==> src/rtl/seven_segment_reader.sv <==
// Recovers BCD digits, blank/error flags and a frame pulse from a multiplexed,
// active-low seven-segment display bus by capturing each digit once it is stable.
module seven_segment_reader #(
    parameter int NUM_DIGITS    = 4,
    parameter int STABLE_CYCLES = 4
) (
    input  logic                    clk,
    input  logic                    rst_n,
    input  logic                    clear,
    input  logic [6:0]              seg_in,
    input  logic [NUM_DIGITS-1:0]   an_in,
    output logic [4*NUM_DIGITS-1:0] digits_out,
    output logic [NUM_DIGITS-1:0]   blank_out,
    output logic [NUM_DIGITS-1:0]   error_out,
    output logic                    frame_valid
);

    typedef enum logic [1:0] {IDLE, DWELL, HELD} state_t;

    localparam logic [7:0] STABLE_L = 8'(STABLE_CYCLES);

    // Returns {nibble, blank, error} for a {g,f,e,d,c,b,a} active-low pattern.
    function automatic logic [5:0] decode(input logic [6:0] s);
        case (s)
            7'b1000000: decode = {4'h0, 2'b00};
            7'b1111001: decode = {4'h1, 2'b00};
            7'b0100100: decode = {4'h2, 2'b00};
            7'b0110000: decode = {4'h3, 2'b00};
            7'b0011001: decode = {4'h4, 2'b00};
            7'b0010010: decode = {4'h5, 2'b00};
            7'b0000010: decode = {4'h6, 2'b00};
            7'b1111000: decode = {4'h7, 2'b00};
            7'b0000000: decode = {4'h8, 2'b00};
            7'b0010000: decode = {4'h9, 2'b00};
            7'b1111111: decode = {4'hF, 2'b10};
            default:    decode = {4'hE, 2'b01};
        endcase
    endfunction

    function automatic logic one_hot_low(input logic [NUM_DIGITS-1:0] a);
        logic [NUM_DIGITS-1:0] s;
        s = ~a;
        one_hot_low = (s != '0) && ((s & (s - {{(NUM_DIGITS-1){1'b0}}, 1'b1})) == '0);
    endfunction

    state_t                    state_q;
    logic [6:0]                seg_q;
    logic [NUM_DIGITS-1:0]     an_q;
    logic [7:0]                cnt_q, cnt_d;
    logic [NUM_DIGITS-1:0]     seen_q, seen_d;
    logic [4*NUM_DIGITS-1:0]   digits_q;
    logic [NUM_DIGITS-1:0]     blank_q, error_q;
    logic                      frame_q;
    logic                      same, in_valid, capture;
    logic [5:0]                dec;

    // cnt_q counts how many consecutive cycles the registered pair has held.
    always_comb begin
        same     = (seg_in == seg_q) && (an_in == an_q);
        in_valid = one_hot_low(an_in);
        cnt_d    = cnt_q;
        if (!in_valid)
            cnt_d = 8'd0;
        else if (!same)
            cnt_d = 8'd1;
        else if (cnt_q < STABLE_L)
            cnt_d = cnt_q + 8'd1;
        capture = (state_q == DWELL) && (cnt_d == STABLE_L);
        dec     = decode(seg_q);
        seen_d  = seen_q | ~an_q;
    end

    always_ff @(posedge clk or negedge rst_n) begin
        if (!rst_n) begin
            state_q  <= IDLE;
            seg_q    <= '0;
            an_q     <= '0;
            cnt_q    <= '0;
            seen_q   <= '0;
            digits_q <= '1;
            blank_q  <= '1;
            error_q  <= '0;
            frame_q  <= 1'b0;
        end else if (clear) begin
            state_q  <= IDLE;
            seg_q    <= '0;
            an_q     <= '0;
            cnt_q    <= '0;
            seen_q   <= '0;
            digits_q <= '1;
            blank_q  <= '1;
            error_q  <= '0;
            frame_q  <= 1'b0;
        end else begin
            seg_q   <= seg_in;
            an_q    <= an_in;
            cnt_q   <= cnt_d;
            frame_q <= 1'b0;
            case (state_q)
                IDLE:    if (in_valid) state_q <= DWELL;
                DWELL: begin
                    if (!in_valid)    state_q <= IDLE;
                    else if (capture) state_q <= HELD;
                end
                HELD:    if (!same) state_q <= in_valid ? DWELL : IDLE;
                default: state_q <= IDLE;
            endcase
            if (capture) begin
                for (int i = 0; i < NUM_DIGITS; i++) begin
                    if (!an_q[i]) begin
                        digits_q[4*i +: 4] <= dec[5:2];
                        blank_q[i]         <= dec[1];
                        error_q[i]         <= dec[0];
                    end
                end
                // The completing capture pulses the frame and starts a new seen set.
                if (seen_d == '1) begin
                    frame_q <= 1'b1;
                    seen_q  <= '0;
                end else begin
                    seen_q  <= seen_d;
                end
            end
        end
    end

    assign digits_out  = digits_q;
    assign blank_out   = blank_q;
    assign error_out   = error_q;
    assign frame_valid = frame_q;

endmodule
==> config.mk <==
export PLATFORM = sky130hd
export DESIGN_NAME = seven_segment_reader
export DESIGN_NICKNAME = d
export VERILOG_FILES = /design/src/rtl/seven_segment_reader.sv
export SDC_FILE = /design/constraint.sdc
export NUM_CORES = 1
export LEC_CHECK = 0
export ABC_AREA = 1
export CAP_MARGIN = 20
export CORE_MARGIN = 4
export CORE_UTILIZATION = 49
export CTS_CLUSTER_DIAMETER = 120
export CTS_CLUSTER_SIZE = 25
export DETAILED_ROUTE_END_ITERATION = 8
export GPL_ROUTABILITY_DRIVEN = 0
export PLACE_DENSITY = 0.76
export RECOVER_POWER = 50
export SLEW_MARGIN = 20
export SYNTH_ARGS = -nofsm -noshare
export SYNTH_HDL_FRONTEND = slang
export SYNTH_SLANG_ARGS = --single-unit
==> constraint.sdc <==
create_clock -name clk -period 1.7 [get_ports clk]
set_clock_uncertainty 0.1 [all_clocks]
set_input_delay 0.255 -clock clk [delete_from_list [all_inputs] [get_ports clk]]
set_output_delay 0.255 -clock clk [all_outputs]
set_load 0.1 [all_outputs]
# After elaboration in Yosys (flattened, before gate mapping)

Cells that the tools add are included.

Add/subtract/negate cells: 2
Bitwise logic cells: 4
Reductions and logical operators: 13
Equality and inequality tests: 23
$lt $le $gt $ge: 1
Multiply operators: 0
Shift operators: 0
Mux-type cells: 38
Div/mod/pow operators: 0

Operators with widths:

| kind                                                | count |
|---|---|
| case mux 6 bit (11 select lines)                    | 1 |
| two-way mux 4 bit                                   | 12 |
| two-way mux 16 bit                                  | 2 |
| two-way mux 8 bit                                   | 4 |
| == test 7 bit (second input constant)               | 4 |
| == test 7 x 5 -> 1 bit (second input constant)      | 3 |
| == test 7 x 6 -> 1 bit (second input constant)      | 2 |
| two-way mux 1 bit                                   | 12 |
| two-way mux 2 bit                                   | 5 |
| adder 8 x 1 -> 8 bit (second input constant)        | 1 |
| == test 8 x 3 -> 1 bit (second input constant)      | 1 |
| < comparator 8 x 3 -> 1 bit (second input constant) | 1 |
| inequality test 2 bit (second input constant)       | 4 |
| NOT 4 bit                                           | 2 |
| AND reduction 2 bit                                 | 4 |
| == test 7 x 2 -> 1 bit (second input constant)      | 1 |
| == test 7 bit                                       | 1 |
| logical NOT 7 bit                                   | 1 |
| two-way mux 7 bit                                   | 1 |
| inequality test 3 bit (second input constant)       | 2 |
| case mux 2 bit (3 select lines)                     | 1 |
| bitwise AND 4 bit                                   | 1 |
| == test 4 bit                                       | 1 |
| == test 4 bit (second input constant)               | 1 |
| 11 further kinds                                    | 13 |

Memory bits (read-only): 0
Memory bits (writable): 0
Memories: 0
Bits of input ports: 14
Register bits after elaboration: 50
Logic and storage cells: 99
Output and inout port bits: 25
Bits in latches: 0

# Longest topological paths before layout

Gate-level depths: netlist of the first run.

Word-level depth: 12
Mapped depth: 14

# Least setup slack after synthesis of the first run

OpenSTA, ideal clock, no wires.

Path type: flip-flop to flip-flop
From: register cnt_q[0]
To: register error_q[1] (netlist: error_out[1])
Slack: -0.131 ns
Data required time: 1.532 ns
Cell stages (with the launch flop): 12
Data arrival time: 1.663 ns
Clock period less this slack: 1.831 ns
Buffers on the path: 1
Path through: dfrtp_1 > ha_1 > nand4_1 > nand2_1 > nor2_1 > nand3_1 > nor2_8 > nand3_4 > nand2_8 > buf_8 > nand3_1 > nand2_1

Cells in the longest elaborated chain, start to end: 8
Elaborated cells between the ends (all ways): 9
Classes of those cells: add/sub (1); order compare (1); eq/ne (1); mux (3); reduce/logical (3)

RTL lines:

| element                                                                    | line   | RTL |
|---|---|---|
| from (decl)                                                                | 49     | `logic [7:0] cnt_q, cnt_d;` |
| from (signal assigned)                                                     | 97     | `cnt_q <= cnt_d;` |
| adder 8 x 1 -> 8 bit / < comparator 8 x 3 -> 1 bit (equally long branches) | 67, 66 |  |
| two-way mux 8 bit (*)                                                      | 66     | `else if (cnt_q < STABLE_L)` |
| two-way mux 8 bit (*)                                                      | 64     | `else if (!same)` |
| two-way mux 8 bit (*)                                                      | 62     | `if (!in_valid)` |
| == test 8 x 3 -> 1 bit (*)                                                 | 68     | `capture = (state_q == DWELL) && (cnt_d == STABLE_L);` |
| logical AND 1 bit (*)                                                      | 68     |  |
| nonzero test 2 bit (no line) (*)                                           | --     |  |
| AND reduction 2 bit (no line) (*)                                          | --     |  |
| to (signal, indexed assignment)                                            | 113    | `error_q[i] <= dec[0];` |
| to (decl)                                                                  | 52     | `logic [NUM_DIGITS-1:0] blank_q, error_q;` |

Every way passes the cells marked *; elsewhere a longest branch is shown, timed or not.
A chain may end at the register's enable or synchronous reset.

# Worst setup path in the final report of the first run

From: input an_in[1]
To: register digits_q[1] (netlist: digits_out[1])

Cells in the longest elaborated chain, start to end: 10
Elaborated cells between the ends (all ways): 14
Classes of those cells: add/sub (1); eq/ne (2); mux (2); bitwise (2); reduce/logical (7)

RTL lines:

| element                           | line | RTL |
|---|---|---|
| from (decl)                       | 11   | `input logic [NUM_DIGITS-1:0] an_in,` |
| NOT 4 bit                         | 42   | `s = ~a;` |
| subtractor 4 x 1 -> 4 bit         | 43   | `one_hot_low = (s != '0) && ((s & (s - {{(NUM_DIGITS-1){1'b0}}, 1'b1})) == '0);` |
| bitwise AND 4 bit                 | 43   |  |
| logical NOT 4 bit                 | 43   |  |
| logical AND 1 bit                 | 43   |  |
| two-way mux 8 bit (*)             | 62   |  |
| == test 8 x 3 -> 1 bit (*)        | 68   |  |
| logical AND 1 bit (*)             | 68   |  |
| nonzero test 2 bit (no line) (*)  | --   |  |
| AND reduction 2 bit (no line) (*) | --   |  |
| to (signal, indexed assignment)   | 111  | `digits_q[4*i +: 4] <= dec[5:2];` |
| to (decl)                         | 51   | `logic [4*NUM_DIGITS-1:0] digits_q;` |

Marked as above.

==> flow_results.xml, run 1 <==
<?xml version="1.0" encoding="UTF-8"?>
<metrics>
  <group name="run_status">
    <metric name="run_status" unit="">complete, but fails checks</metric>
    <metric name="violations" unit="">negative setup slack</metric>
  </group>
  <group name="floorplan">
    <metric name="die_height" unit="µm">83.8</metric>
    <metric name="fp.dieW" unit="µm">83.8</metric>
    <metric name="design.die.area" unit="µm²">7020</metric>
    <metric name="core" unit="µm²">5540</metric>
    <metric name="floorplan.initialDensity" unit="">0.508</metric>
    <metric name="io_pins" unit="">39</metric>
    <metric name="placementRows" unit="">27</metric>
  </group>
  <group name="timing">
    <metric name="slew_headroom" unit="">0.663</metric>
    <metric name="achievable-frequency" unit="MHz">475</metric>
    <metric name="rsz0062_at_grt" unit="">yes</metric>
    <metric name="post-route-worst-setup-slack" unit="ps">-404</metric>
    <metric name="finalHoldViolations" unit="">0</metric>
    <metric name="finalCritPeriodShare" unit="">1.24</metric>
    <metric name="tns" unit="ps">-10310</metric>
    <metric name="timing_max_transition_violations_final" unit="">0</metric>
    <metric name="worst-slew-pin-transition" unit="ps">505</metric>
    <metric name="post_layout_minimum_cycle_time" unit="ps">2100</metric>
    <metric name="finalSetupViolations" unit="">32</metric>
  </group>
  <group name="yosys">
    <metric name="share_of_synthesized_area_occupied_by_flip_flops_and_latches" unit="">0.454</metric>
    <metric name="ys_ff_latch" unit="">50</metric>
    <metric name="synth_enable_flop_cells" unit="">0</metric>
    <metric name="netlist.top_cell.by_area" unit="">sky130_fd_sc_hd__dfrtp_1</metric>
    <metric name="syn_area" unit="µm²">2810</metric>
    <metric name="synth_area_per_cell" unit="µm²">7.66</metric>
    <metric name="synth_flop_type" unit="">sky130_fd_sc_hd__dfrtp_1</metric>
    <metric name="post_synth_main_area_contributors" unit="">sky130_fd_sc_hd__dfrtp_1, sky130_fd_sc_hd__dfstp_2, sky130_fd_sc_hd__nand2_1, sky130_fd_sc_hd__nand3_1, sky130_fd_sc_hd__nor2_1</metric>
    <metric name="synthDominantCellAreaShare" unit="">0.267</metric>
    <metric name="synth_warnings" unit="">0</metric>
    <metric name="syn_nets" unit="">382</metric>
    <metric name="syn_inst" unit="">367</metric>
    <metric name="synthDistinctLibCells" unit="">31</metric>
    <metric name="synthArstFlopShare" unit="">1.00</metric>
  </group>
  <group name="power">
    <metric name="power_leakage" unit="µW">0.00233</metric>
    <metric name="vdd_ir_max" unit="mV">0.702</metric>
    <metric name="power_density" unit="nW/µm²">811</metric>
  </group>
  <group name="critical_path">
    <metric name="setup.worst_path.class" unit="">input port to flop</metric>
    <metric name="worst_setup_path_start_kind" unit="">input port</metric>
    <metric name="reg2reg_to" unit="">digits_out[1]</metric>
    <metric name="worst_setup_path_end_kind" unit="">flop</metric>
    <metric name="regToRegSetupSlack" unit="ps">-370</metric>
    <metric name="start_of_the_worst_register_to_register_path" unit="">an_q[3]</metric>
    <metric name="r2r_cells" unit="">9</metric>
    <metric name="critical_path_peak_fanout" unit="">7</metric>
    <metric name="data_required_critical_path" unit="ps">1860</metric>
    <metric name="arrival_time_at_the_worst_endpoint" unit="ps">2260</metric>
  </group>
  <group name="grt">
    <metric name="vias_in_the_first_global_route" unit="">3115</metric>
    <metric name="grt_first_pass_wirelength" unit="mm">14.2</metric>
    <metric name="overflow" unit="">0</metric>
    <metric name="grt_antenna_before_repair" unit="">0</metric>
    <metric name="maximum_number_of_pins_on_one_net_before_global_route_repair" unit="">31</metric>
    <metric name="grt.total_usage" unit="">0.246</metric>
  </group>
  <group name="routing">
    <metric name="num_vias" unit="">3153</metric>
    <metric name="vias_per_cell" unit="">5.59</metric>
    <metric name="initialDrtViolationCount" unit="">342</metric>
    <metric name="drt_pre_antenna_iters" unit="">5</metric>
    <metric name="detail-route-antenna-nets" unit="">0</metric>
    <metric name="drt-total-wl" unit="mm">9.36</metric>
    <metric name="route.detailed.drc" unit="">0</metric>
    <metric name="drt-wirelength-per-cell" unit="µm">16.6</metric>
  </group>
  <group name="hold_path">
    <metric name="min_delay_worst_endpoint" unit="">seg_q[0]</metric>
    <metric name="min-delay-start" unit="">seg_in[0]</metric>
    <metric name="min-delay-path-class" unit="">input port to flop</metric>
    <metric name="hold_depth" unit="">4</metric>
  </group>
  <group name="clock_network">
    <metric name="clkTransAtPathRegs" unit="ps">100</metric>
    <metric name="clk_sink_count" unit="">50</metric>
    <metric name="root_buffer" unit="">sky130_fd_sc_hd__clkbuf_8</metric>
    <metric name="htreeDepth" unit="">2</metric>
    <metric name="cts_max_path_buffers" unit="">2</metric>
    <metric name="cts_tree" unit="">yes</metric>
    <metric name="cts-buffers-inserted" unit="">5</metric>
    <metric name="clock_latency" unit="ps">310</metric>
  </group>
  <group name="cells_and_area">
    <metric name="n_antenna_cell" unit="">0</metric>
    <metric name="layout-drive-gt1-share" unit="">0.429</metric>
    <metric name="final_nets" unit="">506</metric>
    <metric name="finish.utilization" unit="">0.812</metric>
    <metric name="area_growth_syn_to_layout" unit="%">59.9</metric>
  </group>
  <group name="placed_design">
    <metric name="detailed_place_hpwl" unit="mm">5.67</metric>
    <metric name="port_buffers" unit="">38</metric>
  </group>
  <group name="job">
    <metric name="timing.max_cap.violations" unit="">0</metric>
  </group>
</metrics>
state kept, by name, summed over array words and instances (netlist names):
register / flops
cnt_q: 8
error_out: 4
blank_out: 4
seen_q: 4
digits_out: 16
state_q: 2
frame_valid: 1
seg_q: 7
an_q: 4
where the power goes:
part | internal, µW | leakage (µW) | switching (µW)
Clock | 426 | 0.0000600 | 428
Sequential | 1320 | 0.000607 | 109
Combinational | 503 | 0.00166 | 859
Total | 2250 | 0.00233 | 1400
how the worst max path moves through the flow:
stage	cells past startpoint	start	slack, ps	endpoint
final	13	an_in[1]	-400	digits_out[1]
after global routing	13	an_in[1]	-450	digits_out[6]
after CTS	10	cnt_q[1]	-260	digits_out[2]
after detailed placement	9	an_in[3]	-650	error_out[2]
after global placement	9	an_in[1]	-600	error_out[2]
after floorplan	11	cnt_q[0]	-90	error_out[1]
stage by stage:
stage | cell area [µm²] | total power [µW] | worst slack (ps) | cells | hold WS [ps]
2_1_floorplan | 2830 | 2160 | -94.2 | 367 | -141
3_3_place_gp | 3960 | 2670 | -598 | 530 | 139
3_5_place_dp | 3960 | 2690 | -647 | 530 | 148
4_1_cts | 4270 | 3560 | -263 | 550 | 344
5_1_grt | 4500 | 3770 | -448 | 564 | 277
6_report | 4500 | 3650 | -404 | 564 | 249
cell families (layout without fill, tap and decap cells):
group / count (synthesis) / count (layout) / synth area share
AND/OR/NAND/NOR: 252 / 256 / 0.435
buffers and inverters: 53 / 174 / 0.0801
flip-flops: 50 / 50 / 0.454
AO/OA/AOI/OAI: 6 / 6 / 0.0111
XOR/XNOR: 5 / 5 / 0.0156
adder cells (fa/ha/maj): 1 / 1 / 0.00445
per-layer routing:
layer | GRT usage | share of wire
met5 | 0 | 0
met4 | 0.0980 | 0.044
met3 | 0.0444 | 0.061
met2 | 0.432 | 0.50
met1 | 0.297 | 0.39
cells in the mapped netlist (2+ instances only):
library cell / number
sky130_fd_sc_hd__buf_8: 2
sky130_fd_sc_hd__clkbuf_1: 4
sky130_fd_sc_hd__dfrtp_1: 30
sky130_fd_sc_hd__dfstp_2: 20
sky130_fd_sc_hd__inv_1: 36
sky130_fd_sc_hd__inv_2: 9
sky130_fd_sc_hd__nand2_1: 102
sky130_fd_sc_hd__nand2_2: 2
sky130_fd_sc_hd__nand3_1: 60
sky130_fd_sc_hd__nand3_4: 2
sky130_fd_sc_hd__nand4_1: 16
sky130_fd_sc_hd__nor2_1: 45
sky130_fd_sc_hd__nor2_2: 3
sky130_fd_sc_hd__nor2_4: 2
sky130_fd_sc_hd__nor2_8: 2
sky130_fd_sc_hd__nor3_1: 10
sky130_fd_sc_hd__o21ai_0: 4
sky130_fd_sc_hd__xnor2_1: 5
critical path: stages:
cell	delay [ps]
sky130_fd_sc_hd__clkdlybuf4s50_1	550
sky130_fd_sc_hd__inv_1	90
sky130_fd_sc_hd__nand2_1	80
sky130_fd_sc_hd__nand2_1	50
sky130_fd_sc_hd__nand2_1	80
sky130_fd_sc_hd__nand2_1	90
sky130_fd_sc_hd__inv_2	140
sky130_fd_sc_hd__nand3_4	110
sky130_fd_sc_hd__nor2_8	170
sky130_fd_sc_hd__nand3_4	230
sky130_fd_sc_hd__nand2_8	190
sky130_fd_sc_hd__nand3_1	120
sky130_fd_sc_hd__nand2_1	100
final cells by class:
type                            instances  area, µm²
Tap cell                               72       90.1
Sequential cell                        50       1280
Clock inverter                          1       8.76
Fill cell                             316       1040
Multi-Input combinational cell        268       1570
Clock buffer                            7        108
Timing Repair Buffer                  121       1270
Inverter                               45        169
cells in the final DEF (no fill, tap or decap), types with 11 or more instances in the layout:
cell	count
sky130_fd_sc_hd__buf_12	25
sky130_fd_sc_hd__buf_4	76
sky130_fd_sc_hd__dfrtp_1	29
sky130_fd_sc_hd__dfstp_2	20
sky130_fd_sc_hd__inv_1	34
sky130_fd_sc_hd__inv_2	11
sky130_fd_sc_hd__nand2_1	90
sky130_fd_sc_hd__nand2_2	14
sky130_fd_sc_hd__nand3_1	42
sky130_fd_sc_hd__nand3_2	19
sky130_fd_sc_hd__nand4_1	16
sky130_fd_sc_hd__nor2_1	38
what timing repair did:
action | 4_1_cts | 5_1_grt
hold endpoints to repair | 7 | 0
setup endpoints to repair | 38 | 39
gates resized for setup | 19 | 40
hold buffers | 1 | 0
gates cloned | 4 | 0
setup buffers | 7 | 15
pin swaps | 11 | 33
Power figures use the tool's default switching activity.
==> run 2: changes to the inputs <==
Settings changed: PLACE_DENSITY 0.76 to 0.84, SKIP_CTS_REPAIR_TIMING from default to 1.
Clock period 1.7 ns to 1.8 ns, I/O delays scaled along.
==> run 2 against run 1 <==
The run still ends with negative setup slack left. Worst hold slack improved by 58 ps. Design area fell by 5.3%. Count of clock-buffer cells in the layout shrank 2. Total power shrank 5.1%. Sequential share of layout area increased by 1.6 points. Final cell count decreased by 4.6%.
==> flow_results.xml, run 2 (same netlist as run 1, synthesis figures left out) <==
<?xml version="1.0" encoding="UTF-8"?>
<metrics>
  <group name="power">
    <metric name="p_sw" unit="µW">1340</metric>
    <metric name="intPower" unit="µW">2120</metric>
    <metric name="p_sw_frac" unit="">0.388</metric>
    <metric name="final_total_pwr" unit="µW">3460</metric>
    <metric name="clk_pwr_share" unit="">0.243</metric>
    <metric name="vdd_ir_max" unit="mV">0.534</metric>
    <metric name="power_density" unit="nW/µm²">813</metric>
    <metric name="combinational_power_share" unit="">0.365</metric>
    <metric name="power.sequential.fraction" unit="">0.392</metric>
    <metric name="power_leakage" unit="µW">0.00217</metric>
  </group>
  <group name="clock_network">
    <metric name="clkTransAtPathRegs" unit="ps">110</metric>
    <metric name="cts-buffers-inserted" unit="">5</metric>
    <metric name="root_buffer" unit="">sky130_fd_sc_hd__clkbuf_8</metric>
    <metric name="cts_max_path_buffers" unit="">2</metric>
    <metric name="htreeDepth" unit="">2</metric>
    <metric name="clk_sink_count" unit="">50</metric>
    <metric name="clock_latency" unit="ps">320</metric>
    <metric name="cts_tree" unit="">yes</metric>
  </group>
  <group name="routing">
    <metric name="drt_pre_antenna_iters" unit="">5</metric>
    <metric name="num_vias" unit="">3157</metric>
    <metric name="detail-route-antenna-nets" unit="">0</metric>
    <metric name="drt-total-wl" unit="mm">10.0</metric>
    <metric name="route.detailed.drc" unit="">0</metric>
    <metric name="initialDrtViolationCount" unit="">283</metric>
    <metric name="drt-wirelength-per-cell" unit="µm">18.6</metric>
    <metric name="vias_per_cell" unit="">5.87</metric>
  </group>
  <group name="grt">
    <metric name="overflow" unit="">0</metric>
    <metric name="grt_first_pass_wirelength" unit="mm">13.6</metric>
    <metric name="gr-usage-met1" unit="">0.275</metric>
    <metric name="maximum_number_of_pins_on_one_net_before_global_route_repair" unit="">51</metric>
    <metric name="vias_in_the_first_global_route" unit="">2954</metric>
    <metric name="grt_antenna_before_repair" unit="">0</metric>
    <metric name="grt-busiest-layer" unit="">met2</metric>
    <metric name="grt.met2_usage" unit="">0.414</metric>
    <metric name="gr-usage-met3" unit="">0.0484</metric>
    <metric name="grt.total_usage" unit="">0.239</metric>
  </group>
  <group name="timing">
    <metric name="fin_worst_hold_slack" unit="ps">307</metric>
    <metric name="post_layout_minimum_cycle_time" unit="ps">2230</metric>
    <metric name="timing_max_transition_violations_final" unit="">0</metric>
    <metric name="finalCritPeriodShare" unit="">1.24</metric>
    <metric name="post-route-worst-setup-slack" unit="ps">-430</metric>
    <metric name="rsz0062_at_grt" unit="">yes</metric>
    <metric name="finalHoldViolations" unit="">0</metric>
    <metric name="finalSetupViolations" unit="">32</metric>
    <metric name="achievable-frequency" unit="MHz">448</metric>
    <metric name="worst-slew-pin-transition" unit="ps">1210</metric>
    <metric name="slew_headroom" unit="">0.192</metric>
  </group>
  <group name="critical_path">
    <metric name="critical_path_peak_fanout" unit="">8</metric>
    <metric name="worst_setup_path_start_kind" unit="">flop</metric>
    <metric name="worst_setup_path_end_kind" unit="">flop</metric>
    <metric name="data_required_critical_path" unit="ps">1970</metric>
    <metric name="setup.worst_path.class" unit="">flop to flop</metric>
    <metric name="arrival_time_at_the_worst_endpoint" unit="ps">2400</metric>
  </group>
  <group name="cells_and_area">
    <metric name="final_nets" unit="">480</metric>
    <metric name="final_design_area_no_fill" unit="µm²">4260</metric>
    <metric name="final_common_cell" unit="">sky130_fd_sc_hd__nand2_1</metric>
    <metric name="multi_input_comb_area" unit="µm²">1540</metric>
    <metric name="seqCellArea" unit="µm²">1280</metric>
    <metric name="finish.utilization" unit="">0.769</metric>
    <metric name="area_growth_syn_to_layout" unit="%">51.5</metric>
    <metric name="largest_register_ffs" unit="">16</metric>
    <metric name="n_antenna_cell" unit="">0</metric>
    <metric name="layout-drive-gt1-share" unit="">0.395</metric>
    <metric name="commonest_cells_after_routing_fill_and_taps_aside" unit="">sky130_fd_sc_hd__nand2_1, sky130_fd_sc_hd__buf_4, sky130_fd_sc_hd__nand3_1</metric>
    <metric name="filler_cell_count" unit="">337</metric>
  </group>
  <group name="floorplan">
    <metric name="design.die.area" unit="µm²">7020</metric>
    <metric name="die_height" unit="µm">83.8</metric>
    <metric name="io_pins" unit="">39</metric>
    <metric name="floorplan.initialDensity" unit="">0.508</metric>
    <metric name="placementRows" unit="">27</metric>
    <metric name="fp.dieW" unit="µm">83.8</metric>
    <metric name="core" unit="µm²">5540</metric>
  </group>
  <group name="hold_path">
    <metric name="min-delay-path-class" unit="">input port to flop</metric>
  </group>
  <group name="run_status">
    <metric name="violations" unit="">negative setup slack</metric>
    <metric name="run_status" unit="">complete, but fails checks</metric>
  </group>
  <group name="placed_design">
    <metric name="area_post_placement" unit="µm²">3840</metric>
    <metric name="detailed_place_hpwl" unit="mm">5.75</metric>
    <metric name="port_buffers" unit="">38</metric>
  </group>
  <group name="job">
    <metric name="timing.max_cap.violations" unit="">0</metric>
  </group>
</metrics>
run 2: changes by cell type in the layout (fill, tap and decap cells not counted), moves of 2 or more:
cell and delta:
sky130_fd_sc_hd__clkdlybuf4s50_1 +5, sky130_fd_sc_hd__nand2_2 +2, sky130_fd_sc_hd__nor3_1 -2, sky130_fd_sc_hd__dlymetal6s2s_1 -3
sky130_fd_sc_hd__xnor2_2 -3, sky130_fd_sc_hd__buf_4 -21, sky130_fd_sc_hd__nand2_1 -2, sky130_fd_sc_hd__xnor2_1 +3
sky130_fd_sc_hd__nor3_2 +2, sky130_fd_sc_hd__buf_6 -3
run 2: final timing paths:
path / start / endpoint / slack (ps) / cells after the start
max: cnt_q[0] / digits_out[4] / -430 / 10
min: an_in[0] / an_q[0] / 310 / 4
max reg2reg: cnt_q[0] / digits_out[4] / -430 / 10
min reg2reg: digits_out[12] / digits_out[12] / 410 / 2
max in group asynchronous: rst_n / seg_q[0] / 90 / 3
min in group asynchronous: rst_n / seen_q[0] / 710 / 3
run 2: stage by stage:
stage          TNS, ps  std cells  setup slack [ps]
2_1_floorplan        0        367              4.76
3_3_place_gp    -13670        515              -439
3_5_place_dp    -16780        515              -538
4_1_cts          -6680        523              -256
5_1_grt         -15650        538              -479
6_report        -10190        538              -430
run 2: cell type report:
class                           instances  share of cell area
Timing Repair Buffer                   96               0.251
Inverter                               45              0.0396
Tap cell                               72              0.0211
Clock inverter                          3              0.0115
Clock buffer                            5              0.0162
Sequential cell                        50               0.300
Multi-Input combinational cell        267               0.361
run 2: worst max-delay path, cell delays in order, from the launching register on:
cell and delay, ps:
sky130_fd_sc_hd__dfrtp_1 410, sky130_fd_sc_hd__ha_1 300, sky130_fd_sc_hd__nand4_1 140, sky130_fd_sc_hd__nand2_2 80, sky130_fd_sc_hd__nor2_2 90, sky130_fd_sc_hd__nand3_2 140, sky130_fd_sc_hd__nor2_8 200, sky130_fd_sc_hd__nand3_4 240
sky130_fd_sc_hd__nand2_8 200, sky130_fd_sc_hd__nand3_1 130, sky130_fd_sc_hd__nand2_1 120
run 2: power by group through the flow:
stage                     combinational, µW  sequential [µW]  clock, µW
final                                  1260             1360        843
after global routing                   1310             1360        907
after CTS                              1180             1350        838
after detailed placement               1170             1360          0
after global placement                 1140             1360          0
after floorplan                         271             1770          0
run 2: routing by layer:
layer,vias to the layer above,share of wire
li1,1377,-
met1,1510,0.36
met2,203,0.52
met3,67,0.063
met4,0,0.062
met5,-,0
==> run 3: changes to the inputs <==
Settings changed: ABC_AREA 1 to default, CORE_UTILIZATION 49 to 55, CTS_BUF_LIST from default to sky130_fd_sc_hd__clkbuf_4 sky130_fd_sc_hd__clkbuf_8, PLACE_DENSITY 0.84 to 0.89.
Clock period 1.8 ns to 2.52 ns, I/O delays scaled along.
==> run 3 against run 2 <==
The flow now finishes without violations. First-iteration DRC count decreased by 42%. Count of clock-buffer cells in the layout unchanged. Worst hold slack lost 94 ps. Wire length decreased by 48%. Sequential share of layout area increased by 12 points. Fmax shrank 6.1%. Utilization shrank 7.5 points. Synthesized cell count shrank 42%. Combinational power shrank 90%. Sequential power is 39% lower. Critical path type unchanged. Critical endpoint is now digits_out[15]. Largest cell class is now registers. Highest routed layer unchanged.
==> flow_results.xml, run 3 <==
<?xml version="1.0" encoding="UTF-8"?>
<metrics>
  <group name="timing">
    <metric name="finalHoldViolations" unit="">0</metric>
    <metric name="finalSetupViolations" unit="">0</metric>
    <metric name="timing_max_transition_violations_final" unit="">0</metric>
    <metric name="rsz0062_at_grt" unit="">no</metric>
    <metric name="post_layout_minimum_cycle_time" unit="ps">2380</metric>
    <metric name="finalCritPeriodShare" unit="">0.942</metric>
    <metric name="slew_headroom" unit="">0.149</metric>
    <metric name="worst-slew-pin-transition" unit="ps">1280</metric>
    <metric name="tns" unit="ps">0</metric>
    <metric name="achievable-frequency" unit="MHz">421</metric>
  </group>
  <group name="yosys">
    <metric name="synthDistinctLibCells" unit="">48</metric>
    <metric name="synthTopCellsByCount" unit="">sky130_fd_sc_hd__dfrtp_1, sky130_fd_sc_hd__mux2i_1, sky130_fd_sc_hd__nor2_1</metric>
    <metric name="syn_inst" unit="">214</metric>
    <metric name="netlist.top_cell.by_area" unit="">sky130_fd_sc_hd__dfrtp_1</metric>
    <metric name="synthDominantCellAreaShare" unit="">0.300</metric>
    <metric name="share_of_synthesized_area_occupied_by_flip_flops_and_latches" unit="">0.509</metric>
    <metric name="most_used_standard_cell_by_instance_count_after_synthesis" unit="">sky130_fd_sc_hd__dfrtp_1</metric>
    <metric name="syn_area" unit="µm²">2510</metric>
    <metric name="synth_warnings" unit="">0</metric>
    <metric name="post_synth_main_area_contributors" unit="">sky130_fd_sc_hd__dfrtp_1, sky130_fd_sc_hd__dfstp_2, sky130_fd_sc_hd__mux2i_1, sky130_fd_sc_hd__nor2_1, sky130_fd_sc_hd__nor4_4</metric>
    <metric name="syn_nets" unit="">229</metric>
    <metric name="synthArstFlopShare" unit="">1.00</metric>
    <metric name="synth_area_per_cell" unit="µm²">11.7</metric>
    <metric name="synth_enable_flop_cells" unit="">0</metric>
    <metric name="ys_ff_latch" unit="">50</metric>
    <metric name="synth_flop_type" unit="">sky130_fd_sc_hd__dfrtp_1</metric>
  </group>
  <group name="cells_and_area">
    <metric name="layout-drive-gt1-share" unit="">0.313</metric>
    <metric name="final_design_area_no_fill" unit="µm²">3040</metric>
    <metric name="final_common_cell" unit="">sky130_fd_sc_hd__buf_4</metric>
    <metric name="final_nets" unit="">279</metric>
    <metric name="finish.utilization" unit="">0.694</metric>
    <metric name="largest_register_ffs" unit="">16</metric>
    <metric name="commonest_cells_after_routing_fill_and_taps_aside" unit="">sky130_fd_sc_hd__buf_4, sky130_fd_sc_hd__dfrtp_1, sky130_fd_sc_hd__nor2_1, sky130_fd_sc_hd__mux2i_1, sky130_fd_sc_hd__dfstp_2</metric>
    <metric name="n_antenna_cell" unit="">0</metric>
    <metric name="area_growth_syn_to_layout" unit="%">21.4</metric>
  </group>
  <group name="floorplan">
    <metric name="floorplan.initialDensity" unit="">0.572</metric>
    <metric name="fp.dieW" unit="µm">75.5</metric>
    <metric name="placementRows" unit="">24</metric>
    <metric name="core" unit="µm²">4380</metric>
    <metric name="die_height" unit="µm">75.5</metric>
    <metric name="design.die.area" unit="µm²">5700</metric>
    <metric name="io_pins" unit="">39</metric>
  </group>
  <group name="critical_path">
    <metric name="path_common_cell" unit="">sky130_fd_sc_hd__buf_4</metric>
    <metric name="crit_buf_inv" unit="">3</metric>
    <metric name="arrival_time_at_the_worst_endpoint" unit="ps">2520</metric>
    <metric name="critical-path-top-delay-family" unit="">buffers and inverters</metric>
    <metric name="setup.worst_path.class" unit="">flop to flop</metric>
    <metric name="worst_setup_path_start_kind" unit="">flop</metric>
    <metric name="slowest_stage" unit="">sky130_fd_sc_hd__dfrtp_1</metric>
    <metric name="critical_path_cell_by_cell" unit="">ha_1 &gt; nor4bb_1 &gt; buf_4 &gt; o2111ai_4 &gt; buf_12 &gt; nor4_4 &gt; buf_4 &gt; mux2i_1</metric>
    <metric name="critical_path_peak_fanout" unit="">6</metric>
    <metric name="cp_slowest_stage_delay" unit="ps">430</metric>
    <metric name="worst_setup_path_end_kind" unit="">flop</metric>
    <metric name="data_required_critical_path" unit="ps">2660</metric>
  </group>
  <group name="grt">
    <metric name="maximum_number_of_pins_on_one_net_before_global_route_repair" unit="">28</metric>
    <metric name="overflow" unit="">0</metric>
    <metric name="grt_antenna_before_repair" unit="">0</metric>
    <metric name="grt-busiest-layer" unit="">met2</metric>
    <metric name="gr-usage-met3" unit="">0.0435</metric>
    <metric name="grt_first_pass_wirelength" unit="mm">8.40</metric>
    <metric name="grt.total_usage" unit="">0.197</metric>
    <metric name="grt.met2_usage" unit="">0.338</metric>
    <metric name="vias_in_the_first_global_route" unit="">1781</metric>
    <metric name="gr-usage-met1" unit="">0.250</metric>
  </group>
  <group name="power">
    <metric name="power_density" unit="nW/µm²">482</metric>
    <metric name="combinational_power_share" unit="">0.088</metric>
    <metric name="p_sw" unit="µW">388</metric>
    <metric name="intPower" unit="µW">1080</metric>
    <metric name="power.sequential.fraction" unit="">0.569</metric>
    <metric name="vdd_ir_max" unit="mV">0.315</metric>
    <metric name="power_leakage" unit="µW">0.00124</metric>
    <metric name="p_sw_frac" unit="">0.265</metric>
    <metric name="clk_pwr_share" unit="">0.343</metric>
  </group>
  <group name="routing">
    <metric name="drt_pre_antenna_iters" unit="">5</metric>
    <metric name="route.detailed.drc" unit="">0</metric>
    <metric name="drt-total-wl" unit="mm">5.26</metric>
    <metric name="detail-route-antenna-nets" unit="">0</metric>
    <metric name="drt-wirelength-per-cell" unit="µm">16.6</metric>
    <metric name="num_vias" unit="">1767</metric>
    <metric name="vias_per_cell" unit="">5.57</metric>
    <metric name="initialDrtViolationCount" unit="">164</metric>
  </group>
  <group name="job">
    <metric name="timing.max_cap.violations" unit="">0</metric>
  </group>
  <group name="hold_path">
    <metric name="min-delay-path-class" unit="">input port to asynchronous set/reset pin</metric>
  </group>
  <group name="placed_design">
    <metric name="area_post_placement" unit="µm²">2970</metric>
    <metric name="port_buffers" unit="">38</metric>
    <metric name="detailed_place_hpwl" unit="mm">3.87</metric>
  </group>
  <group name="clock_network">
    <metric name="clock_latency" unit="ps">310</metric>
    <metric name="cts-buffers-inserted" unit="">5</metric>
    <metric name="cts_max_path_buffers" unit="">2</metric>
    <metric name="cts_tree" unit="">yes</metric>
    <metric name="htreeDepth" unit="">2</metric>
    <metric name="clkTransAtPathRegs" unit="ps">100</metric>
    <metric name="root_buffer" unit="">sky130_fd_sc_hd__clkbuf_8</metric>
    <metric name="clk_sink_count" unit="">50</metric>
  </group>
  <group name="run_status">
    <metric name="run_status" unit="">completed</metric>
  </group>
</metrics>
-- run 3: cell count changes in the layout (fill, tap and decap cells not counted), moves of 11 or more --
cell / delta
sky130_fd_sc_hd__nand2_1: -80
sky130_fd_sc_hd__nand3_1: -40
sky130_fd_sc_hd__inv_1: -30
sky130_fd_sc_hd__mux2i_1: +26
sky130_fd_sc_hd__buf_12: -24
sky130_fd_sc_hd__nand3_2: -18
sky130_fd_sc_hd__buf_4: -17
sky130_fd_sc_hd__nand2_2: -16
sky130_fd_sc_hd__nand4_1: -16
sky130_fd_sc_hd__nor2_1: -11
sky130_fd_sc_hd__nor2b_1: +11
-- run 3: cell type report --
class	instances	area, µm²
fill	313	1340
clock buffer	5	68.8
inverter	5	18.8
sequential	50	1280
tap	52	65.1
timing repair buffer	54	438
multi-input combinational	148	1150
clock inverter	3	28.8
-- run 3: kinds of logic after synthesis --
logic type | synth area share
simple gates | 0.227
flops | 0.509
mux | 0.108
compound gates | 0.0654
buf+inv | 0.0330
xor+xnor | 0.0519
fa+ha+maj | 0.00499
-- run 3: power groups by stage --
| stage | clock, µW | combinational, µW | sequential, µW |
|---|---|---|---|
| floorplan | 0 | 80.4 | 838 |
| global placement | 0 | 132 | 848 |
| detailed placement | 0 | 135 | 848 |
| CTS | 515 | 136 | 834 |
| global route | 541 | 143 | 837 |
| finish | 503 | 129 | 834 |
-- run 3: worst reg2reg max path, stage by stage (launching register included) --
cell,delay (ps)
sky130_fd_sc_hd__dfrtp_1,430
sky130_fd_sc_hd__ha_1,320
sky130_fd_sc_hd__nor4bb_1,290
sky130_fd_sc_hd__buf_4,180
sky130_fd_sc_hd__o2111ai_4,190
sky130_fd_sc_hd__buf_12,200
sky130_fd_sc_hd__nor4_4,160
sky130_fd_sc_hd__buf_4,200
sky130_fd_sc_hd__mux2i_1,240
-- run 3: worst paths after layout --
path / endpoint / start / depth (start not counted) / slack, ps
max in group asynchronous: seg_q[0] / rst_n / 2 / 830
hold / removal: seen_q[1] / rst_n / 1 / 210
min in group clk: cnt_q[5] / cnt_q[5] / 1 / 400
setup / recovery: digits_out[15] / cnt_q[0] / 8 / 140
setup reg to reg: digits_out[15] / cnt_q[0] / 8 / 140
hold reg to reg: cnt_q[5] / cnt_q[5] / 1 / 400
-- run 3: per-layer routing --
metal	vias to the layer above	part of all wire
li1	849	-
met1	878	0.44
met2	33	0.51
met3	7	0.040
met4	0	0.013
met5	-	0
-- run 3: stage by stage --
step / std cells / hold slack [ps] / setup WS (ps) / power [µW]
after floorplan: 214 / -17.6 / 209 / 919
after global placement: 309 / 301 / -19.8 / 980
after detailed placement: 309 / 306 / -117 / 983
after CTS: 317 / -36.8 / 124 / 1490
after global routing: 317 / 372 / 1.71 / 1520
final: 317 / 213 / 145 / 1470
